==> src/rtl/sipo_frame_ctrl.sv <==
// Serial-to-parallel framing controller: detects start bit, shifts WIDTH data bits,
// checks the stop bit and hands each word to a consumer through a one-word valid/ready buffer.
module sipo_frame_ctrl #(
    parameter int WIDTH     = 4,
    parameter bit MSB_FIRST = 1'b1
) (
    input  logic             clk,
    input  logic             reset_n,
    input  logic             en,
    input  logic             sdi,
    output logic [WIDTH-1:0] frame_data,
    output logic             frame_valid,
    input  logic             frame_ready,
    output logic             busy,
    output logic             framing_err,
    output logic             overrun_err
);

    localparam int CW = $clog2(WIDTH + 1);

    typedef enum logic [1:0] {
        ST_IDLE,
        ST_SHIFT,
        ST_STOP
    } state_t;

    state_t           state_reg, state_next;
    logic [WIDTH-1:0] sr_reg, sr_next, sr_shifted;
    logic [CW-1:0]    cnt_reg, cnt_next;
    logic [WIDTH-1:0] data_reg, data_next;
    logic             valid_reg, valid_next;
    logic             ferr_reg, ferr_next;
    logic             oerr_reg, oerr_next;
    logic             accept;

    // Shift-register input path; the bit order is fixed at elaboration time.
    genvar gi;
    generate
        for (gi = 0; gi < WIDTH; gi++) begin : g_shift
            if (MSB_FIRST) begin : g_msb
                if (gi == 0) begin : g_in
                    assign sr_shifted[gi] = sdi;
                end else begin : g_mid
                    assign sr_shifted[gi] = sr_reg[gi-1];
                end
            end else begin : g_lsb
                if (gi == WIDTH - 1) begin : g_in
                    assign sr_shifted[gi] = sdi;
                end else begin : g_mid
                    assign sr_shifted[gi] = sr_reg[gi+1];
                end
            end
        end
    endgenerate

    always_ff @(posedge clk) begin
        if (!reset_n) begin
            state_reg <= ST_IDLE;
            sr_reg    <= '0;
            cnt_reg   <= '0;
            data_reg  <= '0;
            valid_reg <= 1'b0;
            ferr_reg  <= 1'b0;
            oerr_reg  <= 1'b0;
        end else begin
            state_reg <= state_next;
            sr_reg    <= sr_next;
            cnt_reg   <= cnt_next;
            data_reg  <= data_next;
            valid_reg <= valid_next;
            ferr_reg  <= ferr_next;
            oerr_reg  <= oerr_next;
        end
    end

    always_comb begin
        state_next = state_reg;
        sr_next    = sr_reg;
        cnt_next   = cnt_reg;
        data_next  = data_reg;
        accept     = valid_reg && frame_ready;
        valid_next = valid_reg && !accept;
        ferr_next  = 1'b0;
        oerr_next  = 1'b0;

        case (state_reg)
            ST_IDLE: begin
                if (en && sdi) begin
                    state_next = ST_SHIFT;
                    sr_next    = '0;
                    cnt_next   = '0;
                end
            end
            ST_SHIFT: begin
                if (!en) begin
                    state_next = ST_IDLE;
                    sr_next    = '0;
                    cnt_next   = '0;
                end else begin
                    sr_next  = sr_shifted;
                    cnt_next = cnt_reg + 1'b1;
                    if (cnt_reg == CW'(WIDTH - 1)) begin
                        state_next = ST_STOP;
                    end
                end
            end
            ST_STOP: begin
                state_next = ST_IDLE;
                sr_next    = '0;
                cnt_next   = '0;
                if (en) begin
                    if (sdi) begin
                        ferr_next = 1'b1;
                    end else if (!valid_reg || accept) begin
                        // A word consumed on this edge frees the slot for the new one.
                        data_next  = sr_reg;
                        valid_next = 1'b1;
                    end else begin
                        oerr_next = 1'b1;
                    end
                end
            end
            default: begin
                state_next = ST_IDLE;
                sr_next    = '0;
                cnt_next   = '0;
            end
        endcase
    end

    assign busy        = (state_reg == ST_SHIFT) || (state_reg == ST_STOP);
    assign frame_data  = data_reg;
    assign frame_valid = valid_reg;
    assign framing_err = ferr_reg;
    assign overrun_err = oerr_reg;

endmodule

==> config.mk <==
export PLATFORM = sky130hd
export DESIGN_NAME = sipo_frame_ctrl
export DESIGN_NICKNAME = d
export VERILOG_FILES = /design/src/rtl/sipo_frame_ctrl.sv
export SDC_FILE = /design/constraint.sdc
export NUM_CORES = 1
export LEC_CHECK = 0
export CORE_MARGIN = 4
export CORE_UTILIZATION = 45
export DETAILED_ROUTE_END_ITERATION = 16
export HOLD_SLACK_MARGIN = 0.03
export PLACE_DENSITY = 0.7
export REMOVE_ABC_BUFFERS = 1
export SYNTH_ARGS = -nofsm -noshare
export SYNTH_HDL_FRONTEND = slang
export SYNTH_SLANG_ARGS = --single-unit
==> constraint.sdc <==
create_clock -name clk -period 2.15 [get_ports clk]
set_input_delay 0.645 -clock clk [delete_from_list [all_inputs] [get_ports clk]]
set_output_delay 0.645 -clock clk [all_outputs]
set_load 0.01 [all_outputs]
== Word-level counts from Yosys, hierarchy flattened ==
Index checks and enable logic that the tools add are counted.
Widths: inputs -> output; s select.
Storage, ports and cells
  word-level logic and storage cells: 45
  output and inout bits: 8
  bits in registers: 16
  input bits: 5
Operators by class
  muxes and demuxes: 16
  $add $sub $neg: 1
  reduce and logical (&&, ||, !) cells: 12
  bitwise gates (word level): 4
  eq/ne operators: 5
Operators with widths (count)
  $mux 4: 2
  $pmux 4 s2: 1
  $mux 1: 6
  $mux 2: 3
  $mux 3: 2
  $pmux 3 s2: 1
  $not 1->1: 4
  $pmux 2 s2: 1
  $reduce_and 4->1: 1
  $reduce_or 4->1: 1
  $add 3x1->3 const B: 1
  $eq 3x2->1 const B: 1
  $logic_and 1x1->1: 3
  $ne 3x3->1 const B: 1
  $reduce_and 3->1: 1
  $eq 2x1->1 const B: 1
  $eq 2x2->1 const B: 1
  $logic_not 1->1: 2
  $logic_not 2->1: 1
  $logic_or 1x1->1: 2
  $ne 2x2->1 const B: 1
  $reduce_and 2->1: 1

== Logic depth before layout (Yosys ltp) ==
Gate-level depths: netlist of run 1.
  word-level depth: 7
  mapped depth: 6
  depth with buffers taken out: 5

== Worst setup path before layout of run 1 ==
No wires, ideal clock.
  path kind: input to register
  from: in sdi
  to: reg cnt_reg[2]
  data arrival time: 1.346 ns
  slack: 0.725 ns
  data required time: 2.071 ns
  library setup time: 0.079 ns
  path buffers: 1
  cell stages on the path: 4
  cell sequence: a21bo_1 > buf_6 > a21bo_4 > a211oi_2
Between the ends
  longest elaborated chain between the ends: 2
RTL lines
  start: declaration: line 10  | input logic sdi,
  $logic_and 1x1->1: line 88  | if (en && sdi) begin
  $ne 2x2->1 (no source line)
  end signal: assignment: line 68  | cnt_reg <= cnt_next;
  end: declaration: line 29  | logic [CW-1:0] cnt_reg, cnt_next;
Every way passes these cells.
A chain may end at the register's enable or synchronous reset.

== Worst setup path in the final report of run 1 ==
  from: reg state_reg[0]
  to: out busy
Between the ends
  longest elaborated chain between the ends: 2
  elaborated cells on any way between the ends: 3
  those cells by class: eq/ne: 2; reduce/logical: 1
RTL lines
  start: declaration: line 27  | state_t state_reg, state_next;
  start signal: assignment: line 66  | state_reg <= state_next;
  $eq 2x1->1 / $eq 2x2->1 (equally long branches): line 131  | assign busy = (state_reg == ST_SHIFT) || (state_reg == ST_STOP);
  $logic_or 1x1->1 (*): line 131
  end: declaration: line 14  | output logic busy,
Mark *: on every way between the ends. The rest lies on a longest branch, timed or not.

==> impl_results.md, run 1 <==
- Reg2reg path depth: 5
- P&R area growth vs syn: 25.2%
- Number of buffers inserted by port buffering: 12
- Via Count: 552
- Final TNS setup: 0 ns
- Synth Area per Inst: 9.05 um^2
- Sequential fraction of the synthesis area: between 40% and 50%
- Design Power: 0.652 mW
- Die W: about 48 um
- CTS root buf: clkbuf_4
- Synthesized area: 706 um^2
- Die H: around 48 um
- Die area: 0.00227 mm^2
- Std-Cell Rows: 14
- Startpoint types: flip-flop
- Seq cells post-synth: 16
- Htree depth: 1
- Tmin final: 1.92 ns
- First-pass GRT wire length: just over 2 mm
- Post-synthesis async set-or-reset flop share: 0%
- Total GRT Usage: between 10% and 20%
- CTS sink cnt: 16
- Most frequent cell after synthesis: nand2_1
- Worst-margin pin slew: 0.461 ns
- Final Hold Viols: 0
- Mapped Cells: 78
- CP Capture Type: output port
- Most frequent cells after synthesis: nand2_1, dfxtp_1, ha_1, nor2_1
- GR Util met3: between 3 and 4%
- Period utilisation layout: approximately 90%
- CTS max path bufs: 2
- Wirelength per Cell: about 11 um
- Vias in the first global route: between 400 and 500
- Dpl hpwl: about 950 um
- CTS tree: yes
- Status: completed
- Grt ovf: 0
- Synth top area share: 45.4%
- Main synth FF type: dfxtp_1
- Met1 Use GR: between 10% and 20%
- Synth area leader: dfxtp_1
- Busiest layer in global routing: met2
- Final wirelength: about 1.2 mm
- Clk_lat worst skew: ~0.28 ns
- Critical path required time: 1.50 ns
- Pre-Repair DR Iteration Count: 4
- Antenna Nets Post-Route: 0
- Synth Warn #: 0
- RSZ-0062 raised after global routing: no
- Worst Skew: roughly 0.0026 ns
- Data arrival, critical path: between 1 and 1.5 ns
- RePlAce Congestion: roughly 0.75
- Residual DRC count: 0
- Leak Pwr: 0.333 nW
- Worst setup path class: reg2out
- CORE AREA: approximately 0.0015 mm^2
- Worst Hold Depth: 2
- Initial DRC count: 3
- R2R Path End: cnt_reg[2]
- Starting density of the core: 47.4%
- Hold Path Sink: frame_data[3]
- FF-to-FF setup slack: 0.63 ns
- Initial antenna violation count: 0
- Layout cells sized above 1: between 10% and 20%
- GR Util met2: about a fifth
- CTS Hold Bufs: 0
- Reg2reg start: state_reg[0]
- Number of synthesized flops with an enable pin: 0
- Final Max Tran Viols: 0
- Largest net degree at the start of global routing: 15
- Num ports: 13
- Ant diodes: 0
- Max cap viols: 0
- Maximum fanout along the worst path: 3
- Fmax: between 500 and 600 MHz
- NumNets Final: about 110
- Setup violations, final: 0
- Vias per inst: around 5
- HP Class: reg2reg
- Top post-synthesis cells by area: dfxtp_1, nand2_1, ha_1
- Num CTS Buffers: 3
- Peak VDD IR: ~0.5 mV
- Slew HR: between 60% and 70%
- Synth cell types: 18
- Power Density: roughly 740 mW/mm^2
- Worst Hold Launch: frame_data[3]
- CTS clk-pin slew, worst paths: about 0.10 ns
==> through the flow <==
step / hold slack [ns] / cell area, um^2 / utilization, % / setup WS, ns / cells
6_report: 0.462 / 883 / 59.3 / 0.229 / 110
5_1_grt: 0.491 / 883 / 59.3 / 0.159 / 110
4_1_cts: 0.467 / 883 / 59.3 / 0.215 / 110
3_5_place_dp: 0.454 / 846 / 56.8 / 0.123 / 106
3_3_place_gp: 0.443 / 846 / 56.8 / 0.183 / 106
2_1_floorplan: 0.431 / 691 / - / 0.727 / 76
==> per-layer routing <==
layer  routed length, um  vias up
met2                 555       11
met4                  25        0
met5                   0        -
met1                 581      250
met3                  66        4
li1                    -      287
==> worst max path at each step <==
| stage | startpoint | endpoint | slack, ns | cells after the start |
|---|---|---|---|---|
| after global routing | state_reg[0] | busy | 0.16 | 3 |
| after global placement | en | cnt_reg[2] | 0.18 | 4 |
| final | state_reg[0] | busy | 0.23 | 3 |
| after detailed placement | en | cnt_reg[2] | 0.12 | 4 |
| after CTS | state_reg[0] | busy | 0.21 | 3 |
| after floorplan | sdi | cnt_reg[2] | 0.73 | 3 |
==> critical path, cell delays in order (launching register included) <==
cell           delay, ns
dfxtp_2             0.35
inv_1               0.07
ha_1                0.28
dlygate4sd2_1       0.28
==> cell type report <==
type | count | area, um^2
inverter | 3 | 11.3
clock buffer | 4 | 36.3
multi-input combinational | 57 | 359
tap | 16 | 20.0
timing repair buffer | 14 | 134
fill | 140 | 606
sequential | 16 | 323
==> repair_timing <==
item                                    CTS  global route
endpoints found under the setup margin    1             0
setup buffers                             0             0
resized for setup                         3             0
==> cell usage in the layout (no fill, tap or decap) <==
cell type        instances
ha_1                     6
mux2i_1                  5
a21bo_1                  1
buf_4                    2
clkdlybuf4s50_1         11
clkbuf_8                 1
xnor2_1                  1
a21boi_0                 2
dlygate4sd2_1            1
nand3b_1                 1
inv_1                    3
a211oi_2                 1
nand3_1                  2
a21bo_4                  1
a21oi_1                  5
dfxtp_2                  2
nand2_1                 22
nor2b_1                  3
clkbuf_4                 3
o21ai_0                  1
dfxtp_1                 14
nor2_1                   6
==> cell families (layout without fill, tap and decap cells) <==
family | count (synthesis) | after routing | synth area share [%]
AO/OA/AOI/OAI | 11 | 11 | 11.9
XOR/XNOR | 1 | 1 | 1.24
AND/OR/NAND/NOR | 34 | 34 | 20.0
buffers and inverters | 5 | 21 | 3.72
multiplexers | 5 | 5 | 7.09
flip-flops | 16 | 16 | 45.4
adder cells (fa/ha/maj) | 6 | 6 | 10.6
==> where the power goes <==
group	internal [mW]	switching, mW	total (mW)
sequential	0.314	0.0109	0.325
clock	0.103	0.0958	0.199
combinational	0.0564	0.0721	0.128
No activity file was read; power rests on OpenSTA's default activity.
==> run 2, diff against run 1 <==
--- a/config.mk
+++ b/config.mk
@@ -5,11 +5,12 @@
 export SDC_FILE = /design/constraint.sdc
 export NUM_CORES = 1
 export LEC_CHECK = 0
+export CORE_ASPECT_RATIO = 1.1
 export CORE_MARGIN = 4
-export CORE_UTILIZATION = 45
+export CORE_UTILIZATION = 47
 export DETAILED_ROUTE_END_ITERATION = 16
 export HOLD_SLACK_MARGIN = 0.03
-export PLACE_DENSITY = 0.7
+export PLACE_DENSITY = 0.73
 export REMOVE_ABC_BUFFERS = 1
 export SYNTH_ARGS = -nofsm -noshare
 export SYNTH_HDL_FRONTEND = slang
==> impl_results.md, run 2 (synthesis results as in run 1) <==
- Num CTS Buffers: 3
- Layout Cells excl Fill: 110
- Ant diodes: 0
- Busiest layer in global routing: met2
- Slowest stage cell, crit path: dfxtp_2
- Initial DRC count: 7
- Vias per inst: approximately 4.8
- Htree depth: 1
- Vias in the first global route: approximately 480
- Fillers: 135
- FF-to-FF setup slack: roughly 0.64 ns
- Setup violations, final: 0
- CP Capture Type: output port
- RSZ-0062 raised after global routing: no
- Post-Place Cells: approximately 110
- CTS clk-pin slew, worst paths: ~0.09 ns
- Met1 Use GR: 15.2%
- Final Max Tran Viols: 0
- Fmax: 524 MHz
- Via Count: roughly 530
- Slew HR: between 60 and 70%
- Die H: around 50 um
- Final Hold Viols: 0
- Std-Cell Rows: 14
- Starting density of the core: between 50% and 60%
- CTS sink cnt: 16
- HP Class: reg2reg
- Largest net degree at the start of global routing: 15
- Final TNS setup: 0 ns
- Worst path max stage delay: about 0.35 ns
- Num ports: 13
- Grt ovf: 0
- Period utilisation layout: 88.7%
- Data arrival, critical path: approximately 1.3 ns
- Total GRT Usage: between 10% and 20%
- Tmin final: 1.91 ns
- Initial antenna violation count: 0
- Pre-Repair DR Iteration Count: 2
- Power Density: around 730 mW/mm^2
- GR Util met3: about 3.3%
- Die W: roughly 45 um
- Residual DRC count: 0
- Reg2reg start: state_reg[0]
- Crit. Startpoint: state_reg[0]
- Post-CTS setup buffer count: 0
- Wirelength per Cell: between 10 and 15 um
- CTS tree: yes
- Dpl hpwl: a little under 900 um
- Status: completed
- GR Util met2: between 15 and 20%
- Antenna Nets Post-Route: 0
- R2R Path End: cnt_reg[2]
- Worst Skew: 0.00480 ns
- Worst-margin pin slew: approximately 0.49 ns
- Worst setup path class: reg2out
- Critical path, cell by cell: inv_1, ha_1, dlygate4sd2_1
- CTS max path bufs: 2
- Most frequent cells in the layout: nand2_1, dfxtp_1, clkdlybuf4s50_1
- Max cap viols: 0
- First-pass GRT wire length: a little under 2 mm
- Maximum fanout along the worst path: 3
- P&R area growth vs syn: 25.2%
- Layout cells sized above 1: 10.6%
- CTS root buf: clkbuf_4
- CORE AREA: ~0.0014 mm^2
- Critical path required time: 1.50 ns
- Design Power: 0.648 mW
- Most common cell after layout, fill and taps aside: nand2_1
- Clk_lat worst skew: 0.28 ns
- Post-layout util: between 60% and 70%
- CP endpoint: busy
- Leak Pwr: between 0.3 and 0.4 nW
- RePlAce Congestion: 0.748
- Number of buffers inserted by port buffering: 12
- Die area: 0.00219 mm^2
- NumNets Final: around 110
- Peak VDD IR: between 0.5 and 0.6 mV
- Reg2reg path depth: 5
- Final wirelength: 1.14 mm
- Startpoint types: flip-flop
==> run 2: timing repair <==
item / CTS / global route
resized for setup: 3 / 0
hold buffers: 0 / 0
setup endpoints to repair: 1 / 0
==> run 2: worst min path at each step <==
stage / from / to / slack (ns) / cells after the start
after floorplan: sr_reg[3] / sr_reg[3] / 0.43 / 2
after global placement: frame_data[2] / frame_data[2] / 0.44 / 2
after detailed placement: sr_reg[3] / sr_reg[3] / 0.45 / 2
after CTS: sr_reg[3] / sr_reg[3] / 0.46 / 2
after global routing: frame_data[2] / frame_data[2] / 0.50 / 2
final: sr_reg[3] / sr_reg[3] / 0.46 / 2
==> run 2: area by class of cell <==
cell class	instances	area (um^2)	area share (%)
Inverter	3	11.3	1.27
Sequential cell	16	323	36.5
Clock buffer	4	36.3	4.11
Timing Repair Buffer	14	134	15.2
Tap cell	16	20.0	2.27
Multi-Input combinational cell	57	359	40.7
==> run 2: per-stage QoR <==
stage	hold slack [ns]	cell area, um^2	setup WS (ns)
CTS	0.460	883	0.229
floorplan	0.431	691	0.727
global route	0.500	883	0.169
global placement	0.445	846	0.182
detailed placement	0.445	846	0.141
finish	0.455	883	0.243
==> run 2: routing by layer <==
layer	up-vias	share of wire (%)
met5	-	0
met4	0	0.62
met3	2	4.4
met2	9	46
met1	237	49
li1	285	-
==> run 2: power by group <==
part	internal (mW)	total, mW	switching, mW	leakage, nW
logic	0.0562	0.129	0.0730	0.182
registers	0.314	0.324	0.0105	0.130
clock network	0.103	0.195	0.0922	0.0210
total	0.473	0.648	0.176	0.333
==> run 2: critical path, delay by kind of cell (launching register included) <==
family                     cells  cell delay, ns
DFF                            1            0.35
adders and majority gates      1            0.28
buffers and inverters          2            0.35
